File: src/rtl/disp_scan_ctrl_pkg.sv
// Shared constants and helpers for the display scan controller.
// Combinational only; no latency and no flow control.
// The blank symbol code is the arranger's space glyph.
package disp_scan_ctrl_pkg;

    localparam int NUM_DIGITS = 8;
    localparam logic [5:0] DISP_BLANK = 6'h3F;

    typedef logic [2:0] scan_idx_t;
    localparam scan_idx_t LAST_DIGIT = 3'd7;

    function automatic int clk_div(input int num, input int den);
        return (num / den < 1) ? 1 : num / den;
    endfunction

    function automatic int cnt_width(input int div);
        return (div > 1) ? $clog2(div) : 1;
    endfunction

endpackage

File: src/rtl/disp_scan_ctrl_tick.sv
// Free-running divider producing a one-cycle tick at count DIV-1.
// Combinational tick, registered count; holds its count while en_i=0, no backpressure.
module tick_gen
    import disp_scan_ctrl_pkg::*;
#(
    parameter int DIV = 4
) (
    input  logic clk,
    input  logic rst_n,
    input  logic en_i,
    output logic tick_o
);

    localparam int CW = cnt_width(DIV);
    localparam logic [CW-1:0] LAST = CW'(DIV - 1);

    logic [CW-1:0] cnt_q, cnt_d;

    assign tick_o = en_i && (cnt_q == LAST);

    always_comb begin
        cnt_d = cnt_q;
        if (en_i) begin
            cnt_d = tick_o ? '0 : cnt_q + CW'(1);
        end
    end

    always_ff @(posedge clk or negedge rst_n) begin
        if (!rst_n) begin
            cnt_q <= '0;
        end else begin
            cnt_q <= cnt_d;
        end
    end

endmodule

File: src/rtl/disp_scan_ctrl.sv
// Scan index generator with double-buffered, blink-masked digit codes for the arranger.
// Outputs registered, 1 cycle after their source; load is always accepted, never stalls.
module disp_scan_ctrl
    import disp_scan_ctrl_pkg::*;
#(
    parameter int CLK_HZ   = 100_000_000,
    parameter int SCAN_HZ  = 1_000,
    parameter int BLINK_HZ = 2,
    parameter int CODE_W   = 6
) (
    input  logic                           clk,
    input  logic                           rst_n,
    input  logic                           enable,
    input  logic                           load,
    input  logic [NUM_DIGITS*CODE_W-1:0]   dat_in,
    input  logic [NUM_DIGITS-1:0]          blink_mask,
    output logic [2:0]                     disp_bit,
    output logic [CODE_W-1:0]              disp_dat0,
    output logic [CODE_W-1:0]              disp_dat1,
    output logic [CODE_W-1:0]              disp_dat2,
    output logic [CODE_W-1:0]              disp_dat3,
    output logic [CODE_W-1:0]              disp_dat4,
    output logic [CODE_W-1:0]              disp_dat5,
    output logic [CODE_W-1:0]              disp_dat6,
    output logic [CODE_W-1:0]              disp_dat7,
    output logic                           frame_done
);

    localparam int SDIV = clk_div(CLK_HZ, SCAN_HZ);
    localparam int BDIV = clk_div(CLK_HZ, 2 * BLINK_HZ);
    localparam logic [CODE_W-1:0] BLANK = CODE_W'(DISP_BLANK);

    logic scan_tick, blink_tick, commit;

    scan_idx_t         disp_bit_q, disp_bit_d;
    logic              frame_done_q;
    logic              blink_phase_q;
    logic              pending_vld_q, pending_vld_d;
    logic [CODE_W-1:0] pending_q  [NUM_DIGITS];
    logic [CODE_W-1:0] pending_d  [NUM_DIGITS];
    logic [CODE_W-1:0] active_q   [NUM_DIGITS];
    logic [CODE_W-1:0] active_d   [NUM_DIGITS];
    logic [CODE_W-1:0] disp_dat_q [NUM_DIGITS];
    logic [CODE_W-1:0] disp_dat_d [NUM_DIGITS];

    tick_gen #(.DIV(SDIV)) u_scan_tick (
        .clk    (clk),
        .rst_n  (rst_n),
        .en_i   (enable),
        .tick_o (scan_tick)
    );

    tick_gen #(.DIV(BDIV)) u_blink_tick (
        .clk    (clk),
        .rst_n  (rst_n),
        .en_i   (enable),
        .tick_o (blink_tick)
    );

    // Frames swap only on the 7->0 step so the arranger never shows a mixed frame.
    assign commit = scan_tick && (disp_bit_q == LAST_DIGIT);

    always_comb begin
        disp_bit_d    = scan_tick ? disp_bit_q + 3'd1 : disp_bit_q;
        pending_vld_d = pending_vld_q;
        if (commit) begin
            pending_vld_d = 1'b0;
        end else if (load) begin
            pending_vld_d = 1'b1;
        end
        for (int i = 0; i < NUM_DIGITS; i++) begin
            pending_d[i] = pending_q[i];
            active_d[i]  = active_q[i];
            if (load && !commit) begin
                pending_d[i] = dat_in[i*CODE_W +: CODE_W];
            end
            if (commit && load) begin
                active_d[i] = dat_in[i*CODE_W +: CODE_W];
            end else if (commit && pending_vld_q) begin
                active_d[i] = pending_q[i];
            end
            disp_dat_d[i] = (!enable || (blink_mask[i] && !blink_phase_q)) ? BLANK : active_q[i];
        end
    end

    always_ff @(posedge clk or negedge rst_n) begin
        if (!rst_n) begin
            disp_bit_q    <= '0;
            frame_done_q  <= 1'b0;
            blink_phase_q <= 1'b1;
            pending_vld_q <= 1'b0;
            for (int i = 0; i < NUM_DIGITS; i++) begin
                pending_q[i]  <= '0;
                active_q[i]   <= BLANK;
                disp_dat_q[i] <= BLANK;
            end
        end else begin
            disp_bit_q    <= disp_bit_d;
            frame_done_q  <= commit;
            blink_phase_q <= blink_tick ? ~blink_phase_q : blink_phase_q;
            pending_vld_q <= pending_vld_d;
            for (int i = 0; i < NUM_DIGITS; i++) begin
                pending_q[i]  <= pending_d[i];
                active_q[i]   <= active_d[i];
                disp_dat_q[i] <= disp_dat_d[i];
            end
        end
    end

    assign disp_bit   = disp_bit_q;
    assign frame_done = frame_done_q;
    assign disp_dat0  = disp_dat_q[0];
    assign disp_dat1  = disp_dat_q[1];
    assign disp_dat2  = disp_dat_q[2];
    assign disp_dat3  = disp_dat_q[3];
    assign disp_dat4  = disp_dat_q[4];
    assign disp_dat5  = disp_dat_q[5];
    assign disp_dat6  = disp_dat_q[6];
    assign disp_dat7  = disp_dat_q[7];

endmodule

File: config.mk
export PLATFORM = sky130hd
export DESIGN_NAME = disp_scan_ctrl
export DESIGN_NICKNAME = d
export VERILOG_FILES = /design/src/rtl/disp_scan_ctrl_pkg.sv /design/src/rtl/disp_scan_ctrl_tick.sv /design/src/rtl/disp_scan_ctrl.sv
export SDC_FILE = /design/constraint.sdc
export NUM_CORES = 1
export LEC_CHECK = 0
export CORE_ASPECT_RATIO = 1.5
export CORE_MARGIN = 2
export CORE_UTILIZATION = 59
export DETAILED_ROUTE_END_ITERATION = 6
export PLACE_DENSITY_LB_ADDON = 0.3
export SYNTH_ARGS = -nofsm -noshare
export SYNTH_HDL_FRONTEND = slang
export SYNTH_HIERARCHICAL = 1
export SYNTH_SLANG_ARGS = --single-unit
File: constraint.sdc
create_clock -name clk -period 7.2 [get_ports clk]
set_clock_uncertainty 0.1 [all_clocks]
set_input_delay 1.44 -clock clk [delete_from_list [all_inputs] [get_ports clk]]
set_output_delay 1.44 -clock clk [all_outputs]
set_load 0.02 [all_outputs]
==> results.py <==
metrics = {
    "route": {
        "vias": 5436,
        "firstDrtPassIters": 7,
        "viasPerCell": 5.80,
        "wl_mm": 17.0,
        "drc": 0,
        "final_antenna_net_count": 0,
        "drt_iter0_markers": 186,
        "wire_per_inst_um": 18.2,
    },
    "die": {
        "core_area_um2": 13400,
        "fp.dieH_um": 147,
        "rows": 52,
        "pin_count": 112,
        "initial_utilization": 0.600,
        "dieWidth_um": 99.3,
        "die-area_um2": 14600,
    },
    "setup_path": {
        "cp.required_ns": 7.45,
        "cp.arrival_ns": 5.01,
        "critPathSlowestCell": "clkdlybuf4s50_1",
        "startpoint": "enable",
        "worst-r2r-cell-count": 7,
        "cp_max_fo": 47,
        "crit_path_end": "active_q[40]",
        "cp_cell_sequence": "clkdlybuf4s50_1 -> and3_1 -> nand4_2 -> nor3_4 -> and3_2 -> o22ai_1 -> o21ai_0",
        "r2r_slack_ns": 3.95,
        "cp.depth": 7,
        "end_kind": "flop",
        "criticalPathCategory": "in2reg",
        "cp-start-kind": "input pin",
        "critPathMaxStageDelay_ns": 1.09,
        "crit_buf_inv": 1,
        "regToRegStartpoint": "u_scan_tick/cnt_q[0]",
        "worst_path_dominant_cell_family": "simple AND/OR/NAND/NOR gates",
        "r2r_end": "active_q[40]",
    },
    "power_and_ir_drop": {
        "comb_power_share": 0.102,
        "p_int_w": 0.00179,
        "power.share.sequential": 0.509,
        "swShare": 0.254,
        "peakVddDrop_mv": 0.166,
        "clock_power_share": 0.389,
        "cellPowerDensity_nw_per_um2": 244,
        "leakage_nw": 4.04,
        "switching_power_w": 0.000608,
    },
    "worst_hold_path": {
        "whs_path_depth": 2,
        "hold_class": "reg2reg",
    },
    "global_routing": {
        "globalRouteOverflowTotal": 0,
        "grt_max_degree": 131,
        "antenna_found_initial": 0,
        "gr-usage-all-layers": 0.241,
        "grt_pass1_wl_mm": 27.8,
        "grt_pass1_vias": 5611,
    },
    "cts": {
        "cts_tree": "yes",
        "cts_hold_buf": 0,
        "ctsResizeCount": 0,
        "clock_latency_ns": 0.42,
        "numCtsBuffers": 17,
        "clkSlewWorstSetupHoldPaths_ns": 0.08,
        "clk_path_buf_depth": 2,
        "root_buffer": "clkbuf_16",
        "cts.sinks": 192,
        "cts_setup_buffers": 0,
        "h-tree-depth": 4,
    },
    "logic_synthesis": {
        "synth-async-reset-ratio": 1.00,
        "synth_area_um2": 8040,
        "synth_cell_types": 43,
        "synth_area_leader_cell": "dfstp_2",
        "seq_area_frac_synth": 0.612,
        "yosysWarnings": 6,
        "synth.avg_cell_area_um2": 12.2,
        "synth_cells": 659,
        "synth_top_area_frac": 0.317,
        "synth-main-ff-cell": "dfstp_2",
        "ys_ff_latch": 192,
        "ys_top_cells_by_area": "dfstp_2 32%, dfrtp_1 30%, mux2_2 4.2%",
        "synth_nets": 723,
        "synth_enable_flop_cells": 0,
    },
    "sta": {
        "rsz0062_at_grt": "false",
        "hold_viol_final": 0,
        "finalSetupTns_ns": 0,
        "fin_crit_ns": 4.76,
        "tightest_slew_ns": 1.01,
        "holdWs_ns": 0.375,
        "slew_viol_final": 0,
        "slew-limit-headroom": 0.330,
        "period_share": 0.661,
        "max_freq_mhz": 210,
        "setup_viol": 0,
    },
    "layout": {
        "design_area_um2": 9810,
        "final_nets": 826,
        "multiInputGateArea_um2": 2880,
        "drive_gt1_frac": 0.326,
        "fill_cells": 869,
        "register_area_um2": 4930,
        "diodes": 0,
        "area_delta_synth_final_pct": 22.0,
    },
    "job": {
        "cap_violations": 0,
    },
    "outcome": {
        "status": "completed",
    },
    "placed_design": {
        "globalplace.congestion": 0.884,
        "numPortBuffers": 111,
        "placed_area_um2": 9220,
        "dp_hpwl_mm": 11.1,
    },
}
==> registers in the layout, indices dropped and copies added (netlist names) <==
register	flops
blink_phase_q	1
u_blink_tick/cnt_q	25
active_q	48
pending_q	48
disp_dat5	6
disp_dat6	6
disp_dat7	6
disp_dat0	6
disp_dat2	6
disp_dat4	6
u_scan_tick/cnt_q	17
disp_dat3	6
disp_dat1	6
frame_done	1
pending_vld_q	1
disp_bit	3
==> worst reg2reg max path: cells and delay by family, from the launching register on <==
family	cells	cell delay (ns)
AND/OR/NAND/NOR	4	1.92
AO/OA/AOI/OAI	2	0.47
flip-flops	1	0.41
adder cells (fa/ha/maj)	1	0.28
==> power by group through the flow <==
| stage | Sequential, W | Clock (W) | Combinational, W |
|---|---|---|---|
| floorplan | 0.00123 | 0 | 0.000125 |
| global placement | 0.00123 | 0 | 0.000236 |
| detailed placement | 0.00123 | 0 | 0.000245 |
| CTS | 0.00122 | 0.000945 | 0.000247 |
| global route | 0.00123 | 0.000993 | 0.000268 |
| finish | 0.00122 | 0.000932 | 0.000244 |
==> cell families after synthesis <==
group	synth area share
compound gates	0.0891
xor+xnor	0.0305
fa+ha+maj	0.00622
buf+inv	0.0302
flops	0.612
mux	0.0856
simple gates	0.146
==> worst min path at each step <==
stage	to	startpoint	slack [ns]
2_1_floorplan	u_blink_tick/cnt_q[24]	u_blink_tick/cnt_q[24]	0.33
3_3_place_gp	u_blink_tick/cnt_q[21]	u_blink_tick/cnt_q[21]	0.36
3_5_place_dp	u_blink_tick/cnt_q[24]	u_blink_tick/cnt_q[24]	0.36
4_1_cts	active_q[30]	active_q[30]	0.38
5_1_grt	active_q[25]	active_q[25]	0.39
6_report	active_q[30]	active_q[30]	0.38
==> metrics by stage <==
| stage | total power (W) | instances | util | setup WS [ns] |
|---|---|---|---|---|
| floorplan | 0.00136 | 659 | - | 3.95 |
| CTS | 0.00241 | 937 | 0.732 | 2.47 |
| finish | 0.00239 | 937 | 0.732 | 2.44 |
| global route | 0.00249 | 937 | 0.732 | 2.14 |
| global placement | 0.00146 | 905 | 0.688 | 2.21 |
| detailed placement | 0.00148 | 905 | 0.688 | 2.05 |
==> cells in the mapped netlist, types with 2 or more instances <==
cell type / number
dfstp_2: 97
nand4_2: 2
o22ai_1: 50
or2_2: 48
xor2_1: 8
buf_4: 5
and3_1: 7
nand2_1: 64
mux2_2: 30
nand4_1: 25
nor4_1: 6
ha_1: 4
a21oi_2: 6
nand2b_1: 4
and4_4: 2
or3_1: 3
nand3b_1: 3
buf_6: 4
xnor2_1: 20
and4_1: 4
and2_1: 2
dfrtp_1: 95
o21ai_0: 60
mux2i_1: 5
nor2_2: 5
nand3_1: 11
mux2_4: 20
clkbuf_1: 11
o21ai_1: 6
nor2_1: 13
buf_2: 11
inv_1: 17
==> cell usage in the layout, fill, tap and decap left out, types with 5 or more instances in the layout <==
cell,instances
clkdlybuf4s50_1,110
dfstp_2,97
dfrtp_1,95
nand2_1,64
o21ai_0,60
o22ai_1,50
or2_2,48
mux2_2,30
nand4_1,25
mux2_4,20
xnor2_1,20
clkbuf_16,17
inv_1,16
nor2_1,13
nand3_1,11
xor2_1,8
and3_1,6
a21oi_2,6
o21ai_1,6
nor4_1,6
mux2i_1,5
==> layer usage <==
layer  share of wire  global-route usage  vias to the layer above
met5               0                   0                        -
met4           0.016              0.0726                        0
met3           0.041              0.0533                       23
met2            0.55               0.422                      132
met1            0.40               0.299                     2759
li1                -                   -                     2522
==> layout make-up <==
type                       instances  share of cell area
sequential                       192               0.502
multi-input combinational        419               0.294
timing repair buffer             115               0.117
clock buffer                      19              0.0452
tap                              162              0.0207
clock inverter                    13              0.0151
inverter                          17             0.00651
Note: power is estimated with default switching activity, not from simulation.
==> variant 1 (same settings) <==
Set the parameter `BLINK_HZ` to 1 (it was 2).
--- a/src/rtl/disp_scan_ctrl.sv
+++ b/src/rtl/disp_scan_ctrl.sv
@@ -6,5 +6,5 @@
     parameter int CLK_HZ   = 100_000_000,
     parameter int SCAN_HZ  = 1_000,
-    parameter int BLINK_HZ = 2,
+    parameter int BLINK_HZ = 1,
     parameter int CODE_W   = 6
 ) (
Function: same outputs for any inputs over 10 cycles, from zero or initial values and one cycle with rst_n low; that may be too few to reach the edited logic, so the function may still have changed.
==> variant 1 against the original RTL <==
Maximum frequency increased by 10%; design area up 0.36%; total power up 2.0%; largest power group unchanged; critical path depth increased by 1; combinational power hardly changed; wire length up 3.6%; worst setup slack better by 0.44 ns; critical path type unchanged; synthesized area rose by 0.39%; via count rose by 2.7%; cell count is 0.43% higher; clock power up 4.5%; largest cell class unchanged; sequential cell count up 1; sequential power about the same; die area grew 0.38%.
==> variant 1: results (changes against the original RTL) <==
outcome: finished, final reports clean
slew at the pin with the worst max-slew slack: 1.015 ns (+0.009722 ns)
biggest regs: active_q (48), pending_q (48), u_blink_tick/cnt_q (26)
WL/cell: 18.74 µm (+3.1%)
crit-path max FO: 47 (unchanged)
clock root buffer: clkbuf_16
FILL cells: 875 (+0.69%)
vias in the first global route: 5984 (+6.6%)
vias per cell: 5.933 (+2.3%)
fin nets: 830 (+0.48%)
P_leak: 4.081 nW (+1.1%)
post-synthesis sequential area ratio: 0.6132 (+0.0007265)
total CTS buffers: 17 (unchanged)
VDD IR max: 0.1653 mV (-0.45%)
hpwl dp: 11450 µm (+3.5%)
first-pass GRT wire length: 29150 µm (+4.9%)
DR iter-0 viols: 260 (+40%)
antenna violations before repair: 0 (unchanged)
main area contributors after synthesis: dfstp_2 32%, dfrtp_1 30%, mux2_2 4.2%
largest net degree at the start of global routing: 127 (-3.1%)
Max clock buf depth: 2 (unchanged)
GP Congestion: 0.8508 (-3.8%)
top cells by count, synth: 97 x dfstp_2, 96 x dfrtp_1, 67 x nand2_1
switching pwr: 579.2 µW (-4.7%)
Min-Delay Path Class: reg -> reg
share of flip-flops with an asynchronous set or reset: 1.000 (unchanged)
Post-Syn Nets: 729 (+0.83%)
PortBufs: 111 (unchanged)
drt first pass iters: 5 (-2)
antenna diode count: 0 (unchanged)
number of H-tree levels: 4 (unchanged)
share of layout cells above drive strength 1: 0.3171 (-0.009378)
Syn. warnings: 6 (unchanged)
Netlist cell types: 49 (+14%)
GRT Resource Usage Total: 0.2520 (+0.01055)
Post-CTS Setup Repair Bufs: 0 (unchanged)
Clock transition at path regs: 0.07 ns
Clock Latency Late Sink: 0.42 ns (about the same)
post-CTS sizing: 0 (unchanged)
-- variant 1: worst max-delay path: stages --
cell and delay (ns):
clkdlybuf4s50_1 0.45, buf_4 0.26, and3_1 0.26, nand4_2 0.14, nor3_4 0.55, and3_2 1.00, o22ai_1 0.22, o21ai_0 0.22
-- variant 1: metrics by stage --
step                      instances  worst slack (ns)  area [µm²]
final                           941             2.879        9843
after global routing            941             2.617        9843
after CTS                       941             2.878        9843
after detailed placement        909             2.497        9231
after global placement          909             2.583        9231
after floorplan                 665             3.946        8074
-- variant 1: final cells by class --
cell class | count | area (µm²) | share of cell area
Inverter | 17 | 63.81 | 0.006483
Tap cell | 162 | 202.7 | 0.02059
Multi-Input combinational cell | 421 | 2861 | 0.2907
Timing Repair Buffer | 116 | 1152 | 0.1171
Clock buffer | 21 | 460.4 | 0.04678
Clock inverter | 11 | 151.4 | 0.01538
Sequential cell | 193 | 4951 | 0.5030
-- variant 1: power groups by stage --
stage	Clock, mW	Sequential [mW]	Combinational [mW]
5_1_grt	1.03	1.23	0.268
3_3_place_gp	0	1.23	0.237
2_1_floorplan	0	1.24	0.125
6_report	0.974	1.22	0.244
3_5_place_dp	0	1.24	0.244
4_1_cts	0.987	1.22	0.246
-- variant 1: per-layer routing --
| layer | track usage | up-vias | part of all wire |
|---|---|---|---|
| li1 | - | 2545 | - |
| met4 | 0.09658 | 0 | 0.024 |
| met2 | 0.4372 | 141 | 0.55 |
| met5 | 0 | - | 0 |
| met3 | 0.04424 | 35 | 0.038 |
| met1 | 0.3135 | 2862 | 0.39 |
-- variant 1: cell families (layout without fill, tap and decap cells) --
kind of cell / Yosys count / count (layout) / share of synthesized area
xor+xnor: 28 / 28 / 0.03037
compound gates: 132 / 132 / 0.09407
buf+inv: 51 / 165 / 0.03316
fa+ha+maj: 4 / 4 / 0.006199
mux: 50 / 50 / 0.07903
simple gates: 207 / 207 / 0.1440
flops: 193 / 193 / 0.6132
-- variant 1: path summary, 6_finish.rpt --
path / from / end / slack (ns) / cells after the start
max in group asynchronous: rst_n / u_scan_tick/cnt_q[5] / 4.57 / 2
worst max register to register: u_scan_tick/cnt_q[0] / active_q[3] / 3.93 / 7
worst min-delay path: active_q[7] / active_q[7] / 0.37 / 2
worst min register to register: active_q[7] / active_q[7] / 0.37 / 2
worst max-delay path: enable / active_q[3] / 2.88 / 8
min in group asynchronous: rst_n / pending_q[34] / 1.03 / 1
==> variant 2 (config.mk and constraints unchanged) <==
Made on the original files. The output `frame_done` loses its register stage (`frame_done_q` becomes a continuous assignment).
--- a/src/rtl/disp_scan_ctrl.sv
+++ b/src/rtl/disp_scan_ctrl.sv
@@ -87,5 +87,4 @@
         if (!rst_n) begin
             disp_bit_q    <= '0;
-            frame_done_q  <= 1'b0;
             blink_phase_q <= 1'b1;
             pending_vld_q <= 1'b0;
@@ -97,5 +96,4 @@
         end else begin
             disp_bit_q    <= disp_bit_d;
-            frame_done_q  <= commit;
             blink_phase_q <= blink_tick ? ~blink_phase_q : blink_phase_q;
             pending_vld_q <= pending_vld_d;
@@ -107,4 +105,6 @@
         end
     end
+
+    assign frame_done_q = commit;
 
     assign disp_bit   = disp_bit_q;
Function: no difference found for any inputs over 10 cycles, from zero or initial values and one cycle with rst_n low; that may be too few to reach the edited logic, so the function may still have changed.
==> variant 2 against the original RTL <==
The flow now finishes with violations (DRC); sequential cell count fell by 1; worst setup slack lost 0.79 ns; non-clock buffer count up 2; wire length rose by 1.3%; total power down 0.41%; synthesized area fell by 0.31%; design area decreased by 0.14%; critical path type is now in -> out; critical endpoint is now frame_done; largest power group unchanged.
==> variant 2: results (changes against the original RTL) <==
mux share of post-synthesis cell area: 0.08583 (+0.0002671)
Avg Inst Size Synth: 12.18 µm² (-0.16%)
crit-path max FO: 29 (-38%)
Min-Delay Path Class: reg -> reg
post-synthesis sequential area ratio: 0.6113 (-0.001209)
switching share of power: 0.2532 (-0.0007839)
Synth Area in Compound Gates: 0.08942 (+0.0002782)
failing checks: DRC
outcome: complete, but fails checks
Slew headroom: 0.3336 (+0.003776)
Inst Count DP: 906 (+0.11%)
Met3 Wirelength: 582 µm (-16%)
P_leak: 4.035 nW (about the same)
met1 WL: 6788 µm (+0.49%)
first-pass GRT wire length: 28520 µm (+2.7%)
WL/cell: 18.39 µm (+1.2%)
vias in the first global route: 5780 (+3.0%)
Post-Syn Nets: 722 (-0.14%)
DRC errors left: 1 (+1)
GP Congestion: 0.9081 (+2.7%)
Clock Latency Late Sink: 0.43 ns
Netlist cell types: 43 (unchanged)
top cells by count, synth: 97 x dfstp_2, 94 x dfrtp_1, 64 x nand2_1
CP delay by family, top: buffers and inverters
DR vias: 5441 (+0.092%)
hpwl dp: 11320 µm (+2.3%)
GRT Resource Usage Total: 0.2466 (+0.005197)
drt first pass iters: 7 (unchanged)
DR iter-0 viols: 230 (+24%)
final wirelength: 17250 µm (+1.3%)
VDD IR max: 0.1840 mV (+11%)
CP max stage delay: 0.61 ns (-0.48 ns)
Placement Setup Slack: 1.674 ns (-0.3784 ns)
main area contributors after synthesis: dfstp_2 32%, dfrtp_1 29%, mux2_2 4.2%
fin nets: 827 (+0.12%)
routed wl met2: 9444 µm (+1.5%)
Post-Synth XOR/XNOR Area: 0.03059 (+0.00009517)
Arrival @ worst endpoint: 4.01 ns (-1.00 ns)
largest net degree at the start of global routing: 75 (-43%)
==> variant 2: changes by cell type after synthesis <==
| cell | change |
|---|---|
| dfrtp_1 | -1 |
==> variant 2: final cells by class <==
type | count | area, µm²
multi-input cells | 419 | 2880
clock inverters | 13 | 146.4
clock buffers | 19 | 442.9
flip-flops and latches | 191 | 4901
inverters | 17 | 63.81
well taps | 162 | 202.7
fillers | 874 | 3608
repair buffers | 117 | 1157
==> variant 2: through the flow <==
step           utilization  area, µm²
4_1_cts             0.7308       9794
2_1_floorplan            -       8018
3_3_place_gp        0.6868       9205
5_1_grt             0.7308       9794
6_report            0.7308       9794
3_5_place_dp        0.6868       9205
==> variant 2: final timing paths <==
kind | startpoint | end | slack, ns | cells after the start
worst max-delay path | enable | frame_done | 1.65 | 7
worst min-delay path | active_q[25] | active_q[25] | 0.37 | 2
worst max register to register | u_scan_tick/cnt_q[0] | active_q[33] | 3.96 | 7
worst min register to register | active_q[25] | active_q[25] | 0.37 | 2
max in group asynchronous | rst_n | pending_q[19] | 4.74 | 2
min in group asynchronous | rst_n | pending_q[37] | 0.88 | 1
==> variant 2: metal layers <==
| metal | vias up | track usage |
|---|---|---|
| li1 | 2533 | - |
| met1 | 2747 | 0.3088 |
| met2 | 130 | 0.4277 |
| met3 | 31 | 0.04377 |
| met4 | 0 | 0.09041 |
| met5 | - | 0 |
==> variant 2: logic make-up (layout without fill, tap and decap cells) <==
group	Yosys count	after routing
fa+ha+maj	4	4
flops	191	191
simple gates	207	207
buf+inv	48	166
xor+xnor	28	28
mux	55	55
compound gates	125	125
==> variant 2: power by group through the flow <==
stage,clock [mW],combinational (mW),sequential [mW]
3_3_place_gp,0,0.237,1.22
3_5_place_dp,0,0.245,1.23
4_1_cts,0.938,0.247,1.21
5_1_grt,0.984,0.268,1.22
2_1_floorplan,0,0.125,1.23
6_report,0.926,0.245,1.21
==> variant 2: worst min-delay path, stage by stage (launching register included) <==
cell and delay [ns]:
dfstp_2 0.37, nand2_1 0.04, o21ai_0 0.06
